===== src/rtl/difficulty_selector.sv =====
// Difficulty menu: cursor browsing, confirm-popup handshake and committed-level latch.
// Optional macro DIFF_TIMEOUT_EN adds an auto-cancel timeout on the popup verdict.
module difficulty_selector #(
    parameter int NUM_LEVELS      = 3,
    parameter int LVL_W           = 2,
    parameter int DEFAULT_LEVEL   = 0,
    parameter int CONFIRM_TIMEOUT = 1000000
) (
    input  logic             clk,
    input  logic             rst,
    input  logic             enable,
    input  logic             btn_up,
    input  logic             btn_down,
    input  logic             btn_select,
    input  logic             confirmed,
    input  logic             canceled,
    output logic [LVL_W-1:0] cursor,
    output logic             confirm_popup,
    output logic [LVL_W-1:0] difficulty,
    output logic             difficulty_valid,
    output logic             busy
);

    typedef enum logic [1:0] {
        BROWSE       = 2'd0,
        CONFIRM_WAIT = 2'd1,
        LOCKED       = 2'd2
    } state_t;

    localparam logic [LVL_W-1:0] LVL_MAX = LVL_W'(NUM_LEVELS - 1);
    localparam logic [LVL_W-1:0] LVL_DEF = LVL_W'(DEFAULT_LEVEL);

    state_t           state_r, state_s;
    logic             up_prev_r, down_prev_r, sel_prev_r;
    logic             up_press_s, down_press_s, sel_press_s;
    logic [LVL_W-1:0] cursor_r, cursor_s;
    logic [LVL_W-1:0] pending_r, pending_s;
    logic [LVL_W-1:0] difficulty_r, difficulty_s;
    logic             valid_r, valid_s;
    logic             popup_r, popup_s;
    logic             busy_r;
    logic             tmo_hit_s;

`ifdef DIFF_TIMEOUT_EN
    localparam int TMO_W = (CONFIRM_TIMEOUT > 2) ? $clog2(CONFIRM_TIMEOUT) : 1;
    logic [TMO_W-1:0] tmo_r;

    // Wait counter: zero outside CONFIRM_WAIT, so it is clear on every entry
    always_ff @(posedge clk) begin
        if (rst) begin
            tmo_r <= {TMO_W{1'b0}};
        end else if (state_r == CONFIRM_WAIT) begin
            tmo_r <= tmo_r + TMO_W'(1);
        end else begin
            tmo_r <= {TMO_W{1'b0}};
        end
    end

    assign tmo_hit_s = (state_r == CONFIRM_WAIT) && (tmo_r == TMO_W'(CONFIRM_TIMEOUT - 1));
`else
    assign tmo_hit_s = 1'b0;
`endif

    assign up_press_s   = btn_up     & ~up_prev_r;
    assign down_press_s = btn_down   & ~down_prev_r;
    assign sel_press_s  = btn_select & ~sel_prev_r;

    // Next-state and next-output logic
    always_comb begin
        state_s      = state_r;
        cursor_s     = cursor_r;
        pending_s    = pending_r;
        difficulty_s = difficulty_r;
        valid_s      = valid_r;
        popup_s      = 1'b0;
        case (state_r)
            BROWSE: begin
                if (!enable) begin
                    state_s = BROWSE;
                end else if (sel_press_s) begin
                    pending_s = cursor_r;
                    popup_s   = 1'b1;
                    state_s   = CONFIRM_WAIT;
                end else if (up_press_s && !down_press_s) begin
                    cursor_s = (cursor_r == LVL_MAX) ? {LVL_W{1'b0}} : cursor_r + LVL_W'(1);
                end else if (down_press_s && !up_press_s) begin
                    cursor_s = (cursor_r == {LVL_W{1'b0}}) ? LVL_MAX : cursor_r - LVL_W'(1);
                end else begin
                    cursor_s = cursor_r;
                end
            end
            CONFIRM_WAIT: begin
                // Losing the menu aborts the request even if a verdict is arriving
                if (!enable) begin
                    state_s = BROWSE;
                end else if (confirmed) begin
                    difficulty_s = pending_r;
                    valid_s      = 1'b1;
                    state_s      = LOCKED;
                end else if (canceled || tmo_hit_s) begin
                    state_s = BROWSE;
                end else begin
                    state_s = CONFIRM_WAIT;
                end
            end
            LOCKED: begin
                if (!enable) begin
                    valid_s = 1'b0;
                    state_s = BROWSE;
                end else begin
                    state_s = LOCKED;
                end
            end
            default: begin
                state_s = BROWSE;
                valid_s = 1'b0;
            end
        endcase
    end

    // State, edge history and registered outputs
    always_ff @(posedge clk) begin
        if (rst) begin
            state_r      <= BROWSE;
            up_prev_r    <= 1'b0;
            down_prev_r  <= 1'b0;
            sel_prev_r   <= 1'b0;
            cursor_r     <= LVL_DEF;
            pending_r    <= LVL_DEF;
            difficulty_r <= LVL_DEF;
            valid_r      <= 1'b0;
            popup_r      <= 1'b0;
            busy_r       <= 1'b0;
        end else begin
            state_r      <= state_s;
            up_prev_r    <= btn_up;
            down_prev_r  <= btn_down;
            sel_prev_r   <= btn_select;
            cursor_r     <= cursor_s;
            pending_r    <= pending_s;
            difficulty_r <= difficulty_s;
            valid_r      <= valid_s;
            popup_r      <= popup_s;
            busy_r       <= (state_s == CONFIRM_WAIT);
        end
    end

    assign cursor           = cursor_r;
    assign confirm_popup    = popup_r;
    assign difficulty       = difficulty_r;
    assign difficulty_valid = valid_r;
    assign busy             = busy_r;

endmodule


===== config.mk =====
export PLATFORM = sky130hd
export DESIGN_NAME = difficulty_selector
export DESIGN_NICKNAME = d
export VERILOG_FILES = /design/src/rtl/difficulty_selector.sv
export SDC_FILE = /design/constraint.sdc
export NUM_CORES = 1
export LEC_CHECK = 0
export ABC_CLOCK_PERIOD_IN_PS = 1350
export CORE_ASPECT_RATIO = 0.9
export CORE_UTILIZATION = 41
export CTS_CLUSTER_SIZE = 28
export DETAILED_ROUTE_END_ITERATION = 10
export PLACE_DENSITY = 0.73
export SKIP_CTS_REPAIR_TIMING = 1
export SLEW_MARGIN = 20
export SYNTH_ARGS = -nofsm -noshare
export SYNTH_HDL_FRONTEND = slang
export SYNTH_SLANG_ARGS = --single-unit

===== constraint.sdc =====
create_clock -name clk -period 1.35 [get_ports clk]
set_input_delay 0.27 -clock clk [delete_from_list [all_inputs] [get_ports clk]]
set_output_delay 0.27 -clock clk [all_outputs]
set_load 0.01 [all_outputs]

-- Yosys cells after proc, flatten, opt, wreduce, memory -nomap -nowiden
Index checks and enable logic that the tools add are counted.
W data, S select, Z words.
- add/subtract/negate cells: 2
- equality and inequality tests: 7
- muxes and demuxes: 16
- bitwise gates (word level): 9
- reduce and logical (&&, ||, !) cells: 12
- operators by type and width (kind ; number):
    $mux W2 ; 9
    $reduce_and A4 Y1 ; 2
    $ne A2 B2 Y1 const B ; 3
    $not A1 Y1 ; 6
    $pmux W2 S3 ; 1
    $reduce_and A3 Y1 ; 2
    $mux W1 ; 5
    $eq A2 B1 Y1 const B ; 2
    $eq A2 B2 Y1 const B ; 2
    $logic_not A2 Y1 ; 2
    $and A1 B1 Y1 ; 3
    $pmux W1 S3 ; 1
    $reduce_or A3 Y1 ; 1
    $add A2 B1 Y2 const B ; 1
    $logic_and A1 B1 Y1 ; 2
    $logic_not A1 Y1 ; 2
    $reduce_bool A2 Y1 ; 1
    $sub A2 B1 Y2 const B ; 1
- register bits: 14
- input bits: 8
- output and inout port bits: 7

-- Depth between registers and ports, before layout
- depth after elaboration: 6
- gate-level depth with buffers: 5
- depth with buffers taken out: 5

-- Worst setup path after synthesis
Ideal clock, no wire load.
- kind: register to register
- start point: register cursor_r[0] (netlist: cursor[0])
- end point: register cursor_r[1] (netlist: cursor[1])
- arrival: 1.223 ns
- required time: 1.278 ns
- path slack: 0.055 ns
- cell stages (with the launch flop): 6
- cell sequence: dfxtp_1 inv_1 ha_1 or2_1 a21o_1 mux2i_1
- longest elaborated chain between the ends: 4
- ends and longest elaborated chain (what ; RTL line ; source):
    start: declaration ; 36 ; logic [LVL_W-1:0] cursor_r, cursor_s;
    start signal: assignment ; 139 ; cursor_r <= cursor_s;
    $sub A2 B1 Y2 / $logic_not A2 Y1 (equally long branches) ; 87 ; cursor_s = (cursor_r == {LVL_W{1'b0}}) ? LVL_MAX : cursor_r - LVL_W'(1);
    $mux W2 ; 87 ;
    $mux W2 ; 86 ; end else if (down_press_s && !up_press_s) begin
    $mux W2 (*) ; 84 ; end else if (up_press_s && !down_press_s) begin
Every way passes the cells marked *; elsewhere a longest branch is shown, timed or not. The select of a mux whose other input is x is not followed.
A chain may end at the register's enable or synchronous reset.

-- Worst setup path in the final report
Same ends and word-level chain as after synthesis.

==> summary.txt <==
RSZ-0062 raised after global routing - false
Tcrit/Tclk final - 0.953
CTS tree - done
Outcome - complete, no violations
Final worst-path setup slack - 63.4 ps
Placer Congestion - 0.694
Mapped Avg Cell Area - 10.3 um^2
Initial cell density of the core - 0.467
Unique cell type count in the Yosys netlist - 20
Synth top cells by count - dfxtp_1 (14), nand2b_1 (7), mux2i_1 (6), ha_1 (4), nor2b_1 (4)
Largest net degree at the start of global routing - 9
TritonCTS Buffers - 3
Proportion of synthesized area in mux cells - 0.0974
Initial antenna violation count - 0
Largest family of logic cells by synthesized area - simple AND/OR/NAND/NOR gates
Most common cell in the netlist - dfxtp_1
Mapped cell area - 617 um^2
FF+latch count, synth - 14
Die Y - 38.8 um
Required @ worst endpoint - 1560 ps
Leakage power - 0.480 nW
GR Util All Layers - 0.162
Power Dens Cells - 969 nW/um^2
Net Count, Synth - 72
Via count - 472
Mapped Cells - 60
Sink Count - 14
Clock skew - 2.85 ps
DIE WIDTH - 42.9 um
Dominant synthesized flop cell - dfxtp_1
Router iterations before antenna repair - 2
# nets final - 94
Simple-gate share of the synthesized area - 0.288
# rows - 12
Post-synthesis async set-or-reset flop share - 0
Compound-Gate Fraction of Synth Area - 0.0527
Synth Area in Adders - 0.0811
Number of enable flip-flop cells after synthesis - 0
Final Max Tran Viols - 0
Clk slew on worst S/H paths - 80 ps
CP max FO - 3
Worst setup SP type - flip-flop
Core area - 1320 um^2
XOR/XNOR Fraction of Synth Area - 0
Vias/cell - 4.97
DRC viols - 0
Total of max-cap violations - 0
Dpl cells - 91
Global route overflow - 0
Crit path arrival time - 1500 ps
Avg WL per Cell - 11.8 um
Max H-tree Level - 1
Bufs on Longest Clock Path - 2
Top cells by area, synth - dfxtp_1 (45%), mux2i_1 (9.7%), ha_1 (8.1%), nand2b_1 (7.1%), nor2b_1 (4.1%)
Fmax - 0.777 GHz
Rel. slew slack - 0.817
Tmin final - 1290 ps
DIE AREA - 1660 um^2
Final wirelength - 1120 um
VDD IR-drop max - 0.631 mV
Actual slew at the worst max-slew pin - 273 ps
Ports - 15
First-pass GRT wire length - 1790 um
Register area share after synthesis - 0.454
IO buf count - 14
Synth-to-Final Area Change - 43.8%
Cell taking the most area after synthesis - dfxtp_1
Pre-CTS WS - -410 ps
Root buffer cell - clkbuf_4
Setup crit end kind - flip-flop
Share of layout cells above drive strength 1 - 0.198
# diodes - 0
Synth top area share - 0.454
Final hold violations - 0
Later-pin clock latency in the skew report - 280 ps
Hold Crit Class - input port to flip-flop
Hpwl dp - 837 um
Final Setup Violations - 0
Layout Cells excl Fill - 95
Vias in the first global route - 423
First DRT Iteration DRCs - 3
CP Class - flip-flop to flip-flop
Yosys warning count - 0
Final ANT Viol Nets - 0
Filler cells - 105
[cells in the final DEF, fill, tap and decap left out, types with 2 or more instances in the layout]
cell | Yosys | routed
dfxtp_1 | 14 | 13
dlymetal6s2s_1 | 0 | 9
nand2b_1 | 7 | 6
mux2i_1 | 6 | 6
clkdlybuf4s50_1 | 0 | 5
buf_4 | 0 | 4
inv_1 | 3 | 3
o21ai_0 | 3 | 3
nor2b_1 | 4 | 3
ha_1 | 4 | 3
clkbuf_4 | 0 | 3
nor2b_2 | 2 | 2
nand3_1 | 2 | 2
nor2_1 | 2 | 2
nor3_1 | 2 | 2
nand3b_1 | 2 | 2
a21oi_1 | 2 | 2
[per-stage QoR]
step / setup TNS [ps] / utilization / instance area, um^2 / total power, mW / hold slack [ps]
CTS: -823 / 0.633 / 836 / 0.865 / 486
floorplan: 0 / - / 617 / 0.509 / 398
detailed placement: -1080 / 0.605 / 800 / 0.563 / 476
global route: 0 / 0.671 / 887 / 0.904 / 277
global placement: -998 / 0.605 / 800 / 0.562 / 469
finish: 0 / 0.671 / 887 / 0.860 / 239
[layout make-up]
| cell class | count | area (um^2) | share of cell area |
|---|---|---|---|
| flip-flops and latches | 14 | 282 | 0.317 |
| inverters | 3 | 11.3 | 0.0127 |
| well taps | 14 | 17.5 | 0.0197 |
| repair buffers | 18 | 193 | 0.217 |
| clock buffers | 4 | 36.3 | 0.0409 |
| multi-input cells | 42 | 348 | 0.392 |
[power by group]
part           total (mW)  internal, mW  switching (mW)
Clock               0.298         0.164           0.133
Sequential          0.436         0.427         0.00904
Combinational       0.126        0.0774          0.0489
Total               0.860         0.668           0.191
[kinds of logic after synthesis]
family,Yosys count
simple gates,26
flops,14
compound gates,6
mux,6
buf+inv,4
fa+ha+maj,4
[registers in the layout, indices dropped and copies added, names as in the netlist]
signal            cells
cursor                2
difficulty_valid      1
up_prev_r             1
busy                  1
confirm_popup         1
state_r               2
sel_prev_r            1
down_prev_r           1
difficulty            2
pending_r             2
[layer usage]
layer	track usage	routed length, um	vias up
met5	0	0	-
met4	0.117	31	0
met3	0.0888	68	5
met2	0.216	489	10
met1	0.194	531	211
li1	-	-	246
[path summary, 6_finish.rpt]
| kind | slack, ps | startpoint | depth (start not counted) | to |
|---|---|---|---|---|
| max reg2reg | 60 | cursor[0] | 5 | cursor[1] |
| min reg2reg | 480 | difficulty_valid | 2 | difficulty_valid |
| max | 60 | cursor[0] | 5 | cursor[1] |
| min | 240 | btn_up | 2 | up_prev_r |
[worst max-delay path: stages, from the launching register on]
cell,delay [ps]
dfxtp_1,350
inv_1,70
ha_1,290
or2_1,220
a21o_1,180
mux2i_1,110
No activity file was read; power rests on OpenSTA's default activity.
